$ cat src/rtl/lite_nasti_arb_pkg.sv
// Shared types and helpers for the lite NASTI read arbiter.
package lite_nasti_arb_pkg;

  // Largest master count the round-robin helper can search.
  localparam int RR_MAX_N = 32;
  localparam int RR_IDX_W = 5;

  // Result of a round-robin search: {found, index}.
  typedef struct packed {
    logic                found;
    logic [RR_IDX_W-1:0] idx;
  } rr_pick_t;

  // Width of the master-index field appended to the upstream ID.
  function automatic int idx_width(input int n);
    return (n > 1) ? $clog2(n) : 1;
  endfunction

  // Width of a counter that must hold 0..max_out inclusive.
  function automatic int cnt_width(input int max_out);
    return $clog2(max_out + 1);
  endfunction

  // First requester at or after ptr, wrapping at n-1 -> 0.
  function automatic rr_pick_t rr_pick(input logic [RR_MAX_N-1:0] req,
                                       input logic [RR_IDX_W-1:0] ptr,
                                       input int n);
    rr_pick_t          res;
    logic [RR_IDX_W:0] j;
    res = '0;
    for (int off = 0; off < RR_MAX_N; off++) begin
      if (off < n && !res.found) begin
        j = {1'b0, ptr} + (RR_IDX_W+1)'(off);
        if (j >= (RR_IDX_W+1)'(n)) j = j - (RR_IDX_W+1)'(n);
        if (req[j[RR_IDX_W-1:0]]) begin
          res.found = 1'b1;
          res.idx   = j[RR_IDX_W-1:0];
        end
      end
    end
    return res;
  endfunction

endpackage

$ cat src/rtl/lite_nasti_read_arbiter_rr.sv
// Round-robin grant generator; the priority pointer moves past the winner
// only when the caller reports that the grant was actually taken.
module rr_arbiter
  import lite_nasti_arb_pkg::*;
#(
  parameter int N = 2,
  localparam int IW = idx_width(N)
) (
  input  logic          clk,
  input  logic          rst,
  input  logic [N-1:0]  req,
  input  logic          adv,
  output logic          grant_valid,
  output logic [IW-1:0] grant_idx
);

  logic [IW-1:0] r_rr_ptr;
  logic [IW-1:0] w_ptr_next;
  rr_pick_t      w_pick;

  // Search for the winner and the pointer value that follows it.
  always_comb begin
    w_pick     = rr_pick(RR_MAX_N'(req), RR_IDX_W'(r_rr_ptr), N);
    w_ptr_next = (int'(w_pick.idx) >= N - 1) ? '0 : IW'(int'(w_pick.idx) + 1);
  end

  assign grant_valid = w_pick.found;
  assign grant_idx   = w_pick.idx[IW-1:0];

  // Advance the pointer past the winner on an accepted grant.
  always_ff @(posedge clk) begin
    if (rst) begin
      r_rr_ptr <= '0;
    end else if (adv && grant_valid) begin
      r_rr_ptr <= w_ptr_next;
    end
  end

endmodule

$ cat src/rtl/lite_nasti_read_arbiter.sv
// Shares one NASTI-lite read port among several lite read masters: a
// registered AR slot tagged with the master index, a per-master outstanding
// limit, and a combinational R demux keyed on that index.
module lite_nasti_read_arbiter
  import lite_nasti_arb_pkg::*;
#(
  parameter int NUM_MASTERS     = 2,
  parameter int ID_WIDTH        = 1,
  parameter int IDX_WIDTH       = idx_width(NUM_MASTERS),
  parameter int ADDR_WIDTH      = 8,
  parameter int DATA_WIDTH      = 32,
  parameter int USER_WIDTH      = 1,
  parameter int MAX_OUTSTANDING = 2
) (
  input  logic                                    clk,
  input  logic                                    rst,
  input  logic [NUM_MASTERS-1:0][ID_WIDTH-1:0]    s_ar_id,
  input  logic [NUM_MASTERS-1:0][ADDR_WIDTH-1:0]  s_ar_addr,
  input  logic [NUM_MASTERS-1:0][2:0]             s_ar_prot,
  input  logic [NUM_MASTERS-1:0][3:0]             s_ar_qos,
  input  logic [NUM_MASTERS-1:0][3:0]             s_ar_region,
  input  logic [NUM_MASTERS-1:0][USER_WIDTH-1:0]  s_ar_user,
  input  logic [NUM_MASTERS-1:0]                  s_ar_valid,
  output logic [NUM_MASTERS-1:0]                  s_ar_ready,
  output logic [NUM_MASTERS-1:0][ID_WIDTH-1:0]    s_r_id,
  output logic [NUM_MASTERS-1:0][DATA_WIDTH-1:0]  s_r_data,
  output logic [NUM_MASTERS-1:0][1:0]             s_r_resp,
  output logic [NUM_MASTERS-1:0][USER_WIDTH-1:0]  s_r_user,
  output logic [NUM_MASTERS-1:0]                  s_r_valid,
  input  logic [NUM_MASTERS-1:0]                  s_r_ready,
  output logic [IDX_WIDTH+ID_WIDTH-1:0]           m_ar_id,
  output logic [ADDR_WIDTH-1:0]                   m_ar_addr,
  output logic [2:0]                              m_ar_prot,
  output logic [3:0]                              m_ar_qos,
  output logic [3:0]                              m_ar_region,
  output logic [USER_WIDTH-1:0]                   m_ar_user,
  output logic                                    m_ar_valid,
  input  logic                                    m_ar_ready,
  input  logic [IDX_WIDTH+ID_WIDTH-1:0]           m_r_id,
  input  logic [DATA_WIDTH-1:0]                   m_r_data,
  input  logic [1:0]                              m_r_resp,
  input  logic [USER_WIDTH-1:0]                   m_r_user,
  input  logic                                    m_r_valid,
  output logic                                    m_r_ready,
  output logic                                    err_bad_idx
);

  localparam int             CW      = cnt_width(MAX_OUTSTANDING);
  localparam logic [CW-1:0]  CNT_MAX = CW'(MAX_OUTSTANDING);

  // AR slot
  logic                          r_ar_valid;
  logic [IDX_WIDTH+ID_WIDTH-1:0] r_ar_id;
  logic [ADDR_WIDTH-1:0]         r_ar_addr;
  logic [2:0]                    r_ar_prot;
  logic [3:0]                    r_ar_qos;
  logic [3:0]                    r_ar_region;
  logic [USER_WIDTH-1:0]         r_ar_user;

  // Arbitration
  logic                   w_load_ok;
  logic                   w_grant_valid;
  logic [IDX_WIDTH-1:0]   w_grant_idx;
  logic                   w_ar_hs;
  logic [NUM_MASTERS-1:0] w_eligible;
  logic [ID_WIDTH-1:0]    w_sel_id;
  logic [ADDR_WIDTH-1:0]  w_sel_addr;
  logic [2:0]             w_sel_prot;
  logic [3:0]             w_sel_qos;
  logic [3:0]             w_sel_region;
  logic [USER_WIDTH-1:0]  w_sel_user;

  // Outstanding counters
  logic [NUM_MASTERS-1:0][CW-1:0] r_cnt;
  logic [NUM_MASTERS-1:0][CW-1:0] w_cnt_next;
  logic [NUM_MASTERS-1:0]         w_inc;
  logic [NUM_MASTERS-1:0]         w_dec;

  // R routing
  logic [IDX_WIDTH-1:0] w_r_idx;
  logic                 w_bad_idx;

  // The slot accepts a new request when empty or draining this cycle; reset
  // blocks every handshake so nothing is accepted into a discarded slot.
  assign w_load_ok = !r_ar_valid || m_ar_ready;
  assign w_ar_hs   = w_load_ok && w_grant_valid && !rst;

  rr_arbiter #(
    .N(NUM_MASTERS)
  ) u_rr (
    .clk        (clk),
    .rst        (rst),
    .req        (w_eligible),
    .adv        (w_ar_hs),
    .grant_valid(w_grant_valid),
    .grant_idx  (w_grant_idx)
  );

  assign w_r_idx   = m_r_id[ID_WIDTH+IDX_WIDTH-1:ID_WIDTH];
  assign w_bad_idx = (int'(w_r_idx) >= NUM_MASTERS);

  generate
    for (genvar gi = 0; gi < NUM_MASTERS; gi++) begin : g_master
      assign w_eligible[gi] = s_ar_valid[gi] && (r_cnt[gi] < CNT_MAX);
      assign s_ar_ready[gi] = w_ar_hs && (w_grant_idx == IDX_WIDTH'(gi));
      assign w_inc[gi]      = s_ar_ready[gi];
      // The nonzero guard keeps a stray response from wrapping the counter.
      assign w_dec[gi]      = s_r_valid[gi] && s_r_ready[gi] && (r_cnt[gi] != '0);
      assign w_cnt_next[gi] = (w_inc[gi] && !w_dec[gi]) ? r_cnt[gi] + 1'b1 :
                              (!w_inc[gi] && w_dec[gi]) ? r_cnt[gi] - 1'b1 :
                                                          r_cnt[gi];

      assign s_r_valid[gi]  = m_r_valid && (w_r_idx == IDX_WIDTH'(gi));
      assign s_r_id[gi]     = m_r_id[ID_WIDTH-1:0];
      assign s_r_data[gi]   = m_r_data;
      assign s_r_resp[gi]   = m_r_resp;
      assign s_r_user[gi]   = m_r_user;
    end
  endgenerate

  // Select the granted master's AR payload.
  always_comb begin
    w_sel_id     = '0;
    w_sel_addr   = '0;
    w_sel_prot   = '0;
    w_sel_qos    = '0;
    w_sel_region = '0;
    w_sel_user   = '0;
    for (int i = 0; i < NUM_MASTERS; i++) begin
      if (w_grant_idx == IDX_WIDTH'(i)) begin
        w_sel_id     = s_ar_id[i];
        w_sel_addr   = s_ar_addr[i];
        w_sel_prot   = s_ar_prot[i];
        w_sel_qos    = s_ar_qos[i];
        w_sel_region = s_ar_region[i];
        w_sel_user   = s_ar_user[i];
      end
    end
  end

  // Route R ready back from the addressed master; unknown indices are drained.
  always_comb begin
    m_r_ready = w_bad_idx;
    for (int i = 0; i < NUM_MASTERS; i++) begin
      if (w_r_idx == IDX_WIDTH'(i)) m_r_ready = s_r_ready[i];
    end
  end

  assign err_bad_idx = m_r_valid && w_bad_idx && !rst;

  // Slot valid: set on a handshake, cleared when drained with nothing new.
  always_ff @(posedge clk) begin
    if (rst) begin
      r_ar_valid <= 1'b0;
    end else if (w_load_ok) begin
      r_ar_valid <= w_ar_hs;
    end
  end

  // Slot payload: only written on a handshake, so it holds under backpressure.
  always_ff @(posedge clk) begin
    if (w_ar_hs) begin
      r_ar_id     <= {w_grant_idx, w_sel_id};
      r_ar_addr   <= w_sel_addr;
      r_ar_prot   <= w_sel_prot;
      r_ar_qos    <= w_sel_qos;
      r_ar_region <= w_sel_region;
      r_ar_user   <= w_sel_user;
    end
  end

  // Per-master outstanding-read counters.
  always_ff @(posedge clk) begin
    if (rst) begin
      r_cnt <= '0;
    end else begin
      r_cnt <= w_cnt_next;
    end
  end

  assign m_ar_valid  = r_ar_valid;
  assign m_ar_id     = r_ar_id;
  assign m_ar_addr   = r_ar_addr;
  assign m_ar_prot   = r_ar_prot;
  assign m_ar_qos    = r_ar_qos;
  assign m_ar_region = r_ar_region;
  assign m_ar_user   = r_ar_user;

endmodule
$ cat config.mk
export PLATFORM = sky130hd
export DESIGN_NAME = lite_nasti_read_arbiter
export DESIGN_NICKNAME = d
export VERILOG_FILES = /design/src/rtl/lite_nasti_arb_pkg.sv /design/src/rtl/lite_nasti_read_arbiter_rr.sv /design/src/rtl/lite_nasti_read_arbiter.sv
export SDC_FILE = /design/constraint.sdc
export NUM_CORES = 1
export LEC_CHECK = 0
export CAP_MARGIN = 30
export CORE_MARGIN = 1
export CORE_UTILIZATION = 32
export DETAILED_ROUTE_END_ITERATION = 12
export PLACE_DENSITY = 0.88
export SKIP_CTS_REPAIR_TIMING = 1
export SLEW_MARGIN = 20
export SYNTH_ARGS = -nofsm -noshare
export SYNTH_HDL_FRONTEND = slang
export SYNTH_SLANG_ARGS = --single-unit
$ cat constraint.sdc
create_clock -name clk -period 5.4 [get_ports clk]
set_input_delay 0.54 -clock clk [delete_from_list [all_inputs] [get_ports clk]]
set_output_delay 0.54 -clock clk [all_outputs]
set_load 0.02 [all_outputs]
==> qor.yml <==
route:
  vias_per_cell: 4.45
  first_iter_violations: 45
  drc: 0
  drt-pass1-iter-count: 4
  wl_mm: 3.52
  via_count: 1055
  drtAntennaViolNets: 0
  routedWlPerCell_um: 14.9
place:
  place_congestion: 0.739
  dp_hpwl_mm: 2.85
  io_buffer_count: 78
  place_inst: 233
final_layout:
  antenna_cells: 0
  instances_no_fill: 237
  drive_gt1_share_pct: 13.9
  mostFrequentLayoutCells: "clkdlybuf4s50_1 (78), edfxtp_1 (22), mux2_2 (17)"
  synthToLayoutAreaGrowth_pct: 18.6
  nets: 255
  final_util_pct: 39.6
  nFillCells: 511
  final_common_cell: "clkdlybuf4s50_1"
global_route:
  grt_pass1_wl_mm: 5.25
  grt_max_degree: 25
  grt_util_all_layers_pct: 11.3
  antenna_found_initial: 0
  grt.overflow.total: 0
  grt_pass1_vias: 1039
sta:
  max_freq_mhz: 303
  setup_viol: 0
  fin_crit_ns: 3.30
  setup-tns-final_ns: 0
  fin_crit_sh_pct: 61.1
  worstMarginPinSlew_ns: 0.784
  timing.slew.headroom_pct: 47.6
  maxSlewViolCount: 0
  hold_violations: 0
  worst_hold_slack_ns: 0.502
  finClkSkew_ns: 0.00430
  rsz0062_at_grt: "false"
clock_network:
  cts_max_level: 1
  cts_tree: "yes"
  root_buffer: "clkbuf_8"
  cts_made_buffers: 3
  insertion_delay_ns: 0.26
  clock_path_buffers: 2
  clk_pin_slew_worst_paths_ns: 0.08
  clock-sinks: 28
yosys:
  synth.distinct_cells: 24
  ys_warn_count: 0
  syn_inst: 159
  synth_area_um2: 1840
  ys_ff_latch: 28
  synth.avg_cell_area_um2: 11.6
  ys_seq_area_share_pct: 42.4
  synth_fp_nets: 248
floorplanning:
  dieArea_um2: 6060
  num_rows: 27
  ioPinCount: 188
  dieHeight_um: 77.8
  die_w_um: 77.8
  start_util_pct: 33.4
  coreArea_um2: 5510
power:
  p_sw_share_pct: 24.8
  p_leak_nw: 0.776
  p_clk_share_pct: 19.7
  vdd_drop_max_mv: 0.0977
  intPower_mw: 0.402
  finalPower_mw: 0.535
  pwr-share-comb_pct: 30.0
  power_density_nw_per_um2: 245
  switchingPower_mw: 0.133
  power_frac_seq_pct: 50.4
flow_run:
  cap_violations: 0
critical_path:
  cp_slowest_cell: "a21boi_4"
  critPathMaxStageDelay_ns: 0.67
  crit_type: "primary input to primary output"
  cp_max_fo: 24
  path_delay_family: "buffers and inverters"
  start_kind: "primary input"
  path_cells: "clkdlybuf4s50_1 > nor2b_4 > a21boi_4 > and4bb_1 > clkdlybuf4s50_1"
  cp_common_cell: "clkdlybuf4s50_1"
  r2r_slack_ns: 3.09
  worstSetupEndpointType: "primary output"
  required_ns: 4.86
  critical_path_arrival_ns: 2.76
  path_buf_inv: 2
outcome:
  status: "complete, no violations"
hold_path:
  worstHoldPathType: "flop to flop"
[per-stage QoR]
step | setup slack, ns | instance area, um^2
floorplan | 3.13 | 1840
global placement | 2.11 | 2140
detailed placement | 2.09 | 2140
CTS | 2.08 | 2180
global route | 1.98 | 2180
finish | 2.10 | 2180
[cell type report]
cell class,instances,area (um^2),share of cell area [%]
Clock buffer,3,41.3,1.89
Clock inverter,1,3.75,0.172
Inverter,3,11.3,0.516
Multi-Input combinational cell,52,473,21.7
Sequential cell,28,781,35.8
Tap cell,72,90.1,4.13
Timing Repair Buffer,78,781,35.8
[logic make-up after synthesis]
family / synth area share (%)
adders and majority gates: 1.36
buffers and inverters: 31.8
DFF: 42.4
and+or+nand+nor: 4.42
AOI/OAI and AO/OA: 4.35
other: 0.204
muxes: 13.5
xor gates and xnor gates: 1.90
[worst register-to-register path, stage by stage, from the launching register on]
cell and delay (ns):
dfxtp_1 0.36, nor2b_4 0.16, a21boi_4 0.67, and4bb_1 0.32
ha_1 0.27, or3_1 0.35, a21oi_1 0.13
[cells in the mapped netlist]
cell type | n | area share (%)
xor2_1 | 4 | 1.9
mux2_1 | 5 | 3.1
nand2b_1 | 1 | 0.34
a21boi_4 | 1 | 1.0
dfxtp_1 | 6 | 6.5
and4bb_1 | 1 | 0.68
inv_1 | 3 | 0.61
clkbuf_1 | 1 | 0.20
a311oi_1 | 1 | 0.48
edfxtp_1 | 22 | 36
ha_1 | 2 | 1.4
conb_1 | 1 | 0.20
o211ai_1 | 3 | 1.2
mux2_2 | 17 | 10
buf_6 | 2 | 1.2
nor2b_1 | 1 | 0.34
and2_1 | 1 | 0.34
or3_1 | 2 | 0.68
nor2b_2 | 1 | 0.48
nor2_1 | 4 | 0.82
buf_4 | 73 | 30
a21oi_1 | 4 | 1.1
o21ai_0 | 2 | 0.54
nor2b_4 | 1 | 0.75
[power by group through the flow]
| stage | clock, mW | sequential [mW] | combinational [mW] |
|---|---|---|---|
| 2_1_floorplan | 0 | 0.293 | 0.142 |
| 3_3_place_gp | 0 | 0.274 | 0.158 |
| 3_5_place_dp | 0 | 0.275 | 0.161 |
| 4_1_cts | 0.110 | 0.270 | 0.162 |
| 5_1_grt | 0.116 | 0.272 | 0.172 |
| 6_report | 0.105 | 0.269 | 0.160 |
[path summary, 6_finish.rpt]
path	startpoint	to	cells past startpoint
hold reg to reg	u_rr.r_rr_ptr	u_rr.r_rr_ptr	1
hold / removal	u_rr.r_rr_ptr	u_rr.r_rr_ptr	1
setup reg to reg	r_cnt[3]	r_cnt[3]	6
setup / recovery	s_ar_valid[1]	s_ar_ready[1]	5
[flip-flops by register name (all words and copies together), names as in the netlist]
| name | count |
|---|---|
| m_ar_addr | 8 |
| m_ar_id | 2 |
| m_ar_prot | 3 |
| m_ar_qos | 4 |
| m_ar_region | 4 |
| m_ar_user | 1 |
| m_ar_valid | 1 |
| r_cnt | 4 |
| u_rr.r_rr_ptr | 1 |
[per-layer routing]
metal,global-route usage (%),part of all wire [%],vias up
li1,-,-,476
met1,10.7,33,471
met4,7.36,3.7,0
met2,20.4,48,84
met5,0,0,-
met3,4.00,15,24
No activity file was read; power rests on OpenSTA's default activity.
==> edit 1 (config.mk and constraints unchanged) <==
Reset style: asynchronous (`rst`), changed in 3 clocked blocks.
--- a/src/rtl/lite_nasti_read_arbiter_rr.sv
+++ b/src/rtl/lite_nasti_read_arbiter_rr.sv
@@ -30,3 +30,3 @@
   // Advance the pointer past the winner on an accepted grant.
-  always_ff @(posedge clk) begin
+  always_ff @(posedge clk or posedge rst) begin
     if (rst) begin
--- a/src/rtl/lite_nasti_read_arbiter.sv
+++ b/src/rtl/lite_nasti_read_arbiter.sv
@@ -151,3 +151,3 @@
   // Slot valid: set on a handshake, cleared when drained with nothing new.
-  always_ff @(posedge clk) begin
+  always_ff @(posedge clk or posedge rst) begin
     if (rst) begin
@@ -172,3 +172,3 @@
   // Per-master outstanding-read counters.
-  always_ff @(posedge clk) begin
+  always_ff @(posedge clk or posedge rst) begin
     if (rst) begin
Formal check against the unedited RTL: differs if rst is asserted again (counterexample within 4 cycles, from zero or initial values and one cycle with rst high); with rst held inactive, the same outputs for 10 cycles.
==> edit 1 against the original RTL <==
  * Setup slack better by 50 ps
  * First-iteration DRC count down 58%
  * Routed wire length fell by 11%
  * Area after synthesis is 0.20% higher
  * Critical path depth unchanged
  * Cell count fell by 2.1%
  * Die area up 0.19%
  * Final area up 1.2%
  * Sequential power rose by 21%
  * Total power increased by 44%
  * Sequential cell count unchanged
  * Global-route usage is 0.43 points lower
==> edit 1: results (changes against the original RTL) <==
status complete, no violations (unchanged); GPL Wtd Cong 0.7479 (was 0.7387); DRT Pass-1 Iters 4 (unchanged); post-DP HPWL 2.416 mm (was 2.852 mm); CP Data Arrival Time 2710 ps (was 2760 ps); top post-synthesis cells by count buf_4, edfxtp_1, mux2_2 (unchanged); GRT Resource Usage Total 10.85% (was 11.28%); ys async rst share 21.43% (was 0%); top cells by area, synth edfxtp_1, buf_4, mux2_2, dfrtp_1, xor2_1 (was edfxtp_1, buf_4, mux2_2, dfxtp_1, mux2_1); via count 974 (was 1,055); DR WL/cell 13.50 µm (was 14.86 µm); first-pass GRT wire length 5.085 mm (was 5.250 mm); largest net degree at the start of global routing 26 (was 25); Net count, final 250 (was 255); DRT iter0 DRCs 19 (was 45); library cells used by synthesis 21 (was 24); number of global-route vias before repair 1,135 (was 1,039); Reg2Reg Launch Point r_cnt[3] (unchanged); crit path from s_ar_valid[1] (unchanged); number of flip-flops in the largest register 8 (unchanged); fillers 536 (was 511); syn_nets 242 (was 248); Lkg Pwr 0.8040 nW (was 0.7761 nW); worst min-delay path category in2async (was reg2reg); clock skew 1.521 ps (was 4.299 ps); sequential fraction of the synthesis area 43.99% (was 42.45%); slew margin rel. 43.49% (was 47.58%); peak supply drop 110.9 µV (was 97.73 µV)
[edit 1: cell types whose count changed in the layout (fill, tap and decap cells not counted), sizes merged, moves of 2 or more]
cell	before	now
dfrtp	0	6
dfxtp	6	0
a21oi	4	0
or3	2	0
xnor2	0	2
[edit 1: through the flow]
stage                     hold slack [ps]  power (mW)  std cells  worst slack, ps  instance area, µm²
after floorplan                     345.0      0.5834        153             3196                1843
after global placement              487.1      0.6110        228             2135                2136
after detailed placement            507.0      0.6213        228             2049                2136
after CTS                           491.9      0.7864        232             2045                2207
after global routing                502.4      0.8177        232             1929                2207
final                               491.8      0.7718        232             2148                2207
[edit 1: final cells by class]
class	count	area share, %
clock buffer	3	1.871
inverter	3	0.5102
multi-input combinational	47	20.07
clock inverter	1	1.361
tap	72	4.082
sequential	28	36.73
timing repair buffer	78	35.37
[edit 1: critical path, cell delays in order]
cell	delay, ps
clkdlybuf4s50_1	440
nor2b_2	160
a21boi_4	660
nor2b_1	270
clkdlybuf4s50_1	630
[edit 1: worst paths after layout]
path,to,slack (ps),depth (start not counted)
min,u_rr.r_rr_ptr,490,2
max reg2reg,r_cnt[3],3230,7
max,s_ar_ready[1],2150,5
max in group asynchronous,m_ar_valid,4700,2
min in group clk,r_cnt[0],520,1
min reg2reg,r_cnt[0],520,1
[edit 1: cells by family (layout without fill, tap and decap cells)]
| logic type | after synthesis | count (layout) | synth area share (%) |
|---|---|---|---|
| buffers and inverters | 78 | 85 | 31.98 |
| xor gates and xnor gates | 6 | 6 | 2.851 |
| DFF | 28 | 28 | 43.99 |
| AOI/OAI and AO/OA | 5 | 5 | 2.512 |
| muxes | 23 | 23 | 13.99 |
| and+or+nand+nor | 10 | 10 | 3.123 |
| adders and majority gates | 2 | 2 | 1.358 |
| other | 1 | 1 | 0.2035 |
[edit 1: per-layer routing]
| layer | track usage [%] | vias up | wire length [µm] |
|---|---|---|---|
| li1 | - | 450 | - |
| met2 | 20.62 | 46 | 1672 |
| met5 | 0 | - | 0 |
| met1 | 9.635 | 463 | 1076 |
| met4 | 8.704 | 0 | 99 |
| met3 | 2.588 | 15 | 283 |
[edit 1: power breakdown]
group | internal (mW) | switching (mW) | total (mW)
Combinational | 0.153 | 0.130 | 0.283
Clock | 0.0991 | 0.0631 | 0.162
Sequential | 0.298 | 0.0279 | 0.326
==> edit 2 (same settings) <==
Made on the original files. Change the parameter `NUM_MASTERS` from 2 to 1.
--- a/src/rtl/lite_nasti_read_arbiter.sv
+++ b/src/rtl/lite_nasti_read_arbiter.sv
@@ -6,3 +6,3 @@
 #(
-  parameter int NUM_MASTERS     = 2,
+  parameter int NUM_MASTERS     = 1,
   parameter int ID_WIDTH        = 1,
Interface: changed (14 resized); port bits go from 188 to 127. No check against the original RTL was run, so the function may have changed too.
==> edit 2 against the original RTL <==
  * Final area decreased by 34%
  * Via count decreased by 40%
  * Setup slack improved by 740 ps
  * Utilization increased by 6.7 points
  * Sequential cell count decreased by 4
  * Total power decreased by 21%
  * Routed wire length decreased by 25%
  * Area after synthesis decreased by 42%
  * Synthesized cell count decreased by 51%
  * Critical path type unchanged
  * Critical endpoint is now s_ar_ready
  * Largest power group unchanged
==> edit 2: results (changes against the original RTL) <==
Cells after Synth 78 (was 159); xor/xnor cell area share of the yosys netlist 1.630% (was 1.905%); hold depth 2 (was 1); Clock Latency Late Sink 320 ps (was 260 ps); layout cells sized above 1 7.071% (was 13.94%); top post-synthesis cells by count buf_4, edfxtp_1, dfxtp_1 (was buf_4, edfxtp_1, mux2_2); status complete, no violations (unchanged); first-pass GRT wire length 3.429 mm (was 5.250 mm); Root Driver clkbuf_4 (was clkbuf_8); CP Data Arrival Time 2020 ps (was 2760 ps); peak supply drop 105.1 µV (was 97.73 µV); Compound-Gate Fraction of Synth Area 2.095% (was 4.354%); Net count, final 165 (was 255); crit path max fanout 2 (was 24); DRT iter0 DRCs 21 (was 45); via count 634 (was 1,055); Layout Cells excl Fill 143 (was 237); Worst Hold End r_cnt[1] (was u_rr.r_rr_ptr); Switching Power 0.09033 mW (was 0.1328 mW); GRT Resource Usage Total 13.92% (was 11.28%); pre-CTS WS 2819 ps (was 2091 ps); Post-synth EDFFs 21 (was 22); P per Cell Area 290.1 mW/mm² (was 245.1 mW/mm²); crit path from m_ar_ready (was s_ar_valid[1]); Lkg Pwr 0.5048 nW (was 0.7761 nW); Worst Hold Margin 517.0 ps (was 501.7 ps); largest net degree at the start of global routing 23 (was 25); Routed WL 2.648 mm (was 3.521 mm); sequential fraction of the synthesis area 64.26% (was 42.45%); multiplexer area fraction after synthesis 0% (was 13.47%)
==> edit 2: changes by cell type after synthesis, moves of 2 or more <==
cell,before,now
o211ai_1,3,1
xor2_1,4,2
dfxtp_1,6,3
mux2_1,5,0
mux2_2,17,0
buf_4,73,37
inv_1,3,0
a21oi_1,4,2
buf_6,2,0
nor2_1,4,2
==> edit 2: area by class of cell <==
type | count | area [µm²] | area share, %
tap | 44 | 55.05 | 3.803
clock inverter | 1 | 30.03 | 2.074
timing repair buffer | 54 | 538.0 | 37.17
sequential | 24 | 690.7 | 47.71
multi-input combinational | 17 | 111.4 | 7.692
clock buffer | 3 | 22.52 | 1.556
==> edit 2: cells by family after synthesis <==
logic type      after synthesis
fa+ha+maj                     1
simple gates                  9
flops                        24
compound gates                4
other cells                   1
buf+inv                      37
xor+xnor                      2
==> edit 2: worst max path at each step <==
stage / slack [ps] / end / cells past startpoint
floorplan: 1610 / r_cnt[1] / 5
CTS: 2830 / s_ar_ready / 4
detailed placement: 2820 / r_cnt[1] / 7
global route: 2790 / s_ar_ready / 4
finish: 2840 / s_ar_ready / 4
global placement: 2950 / s_ar_ready / 4
==> edit 2: through the flow <==
stage	area (µm²)	util [%]
finish	1448	46.28
global route	1448	46.28
CTS	1448	46.28
detailed placement	1395	44.60
global placement	1395	44.60
floorplan	1075	-
==> edit 2: power by group through the flow <==
stage	logic, mW	clock network [mW]	registers, mW
2_1_floorplan	0.0541	0	0.236
3_3_place_gp	0.0678	0	0.223
3_5_place_dp	0.0707	0	0.224
4_1_cts	0.0712	0.133	0.220
5_1_grt	0.0750	0.135	0.221
6_report	0.0710	0.129	0.220
==> edit 2: worst max-delay path, stage by stage <==
cell	delay (ps)
clkdlybuf4s50_1	460
nand2b_1	140
nor3b_2	240
clkdlybuf4s50_1	650
==> edit 2: per-layer routing <==
layer | wire, µm | GRT usage, % | share of wire [%]
met3 | 495 | 8.874 | 19
met2 | 1326 | 25.56 | 50
met1 | 754 | 10.30 | 28
met5 | 0 | 0 | 0
met4 | 72 | 8.970 | 2.7
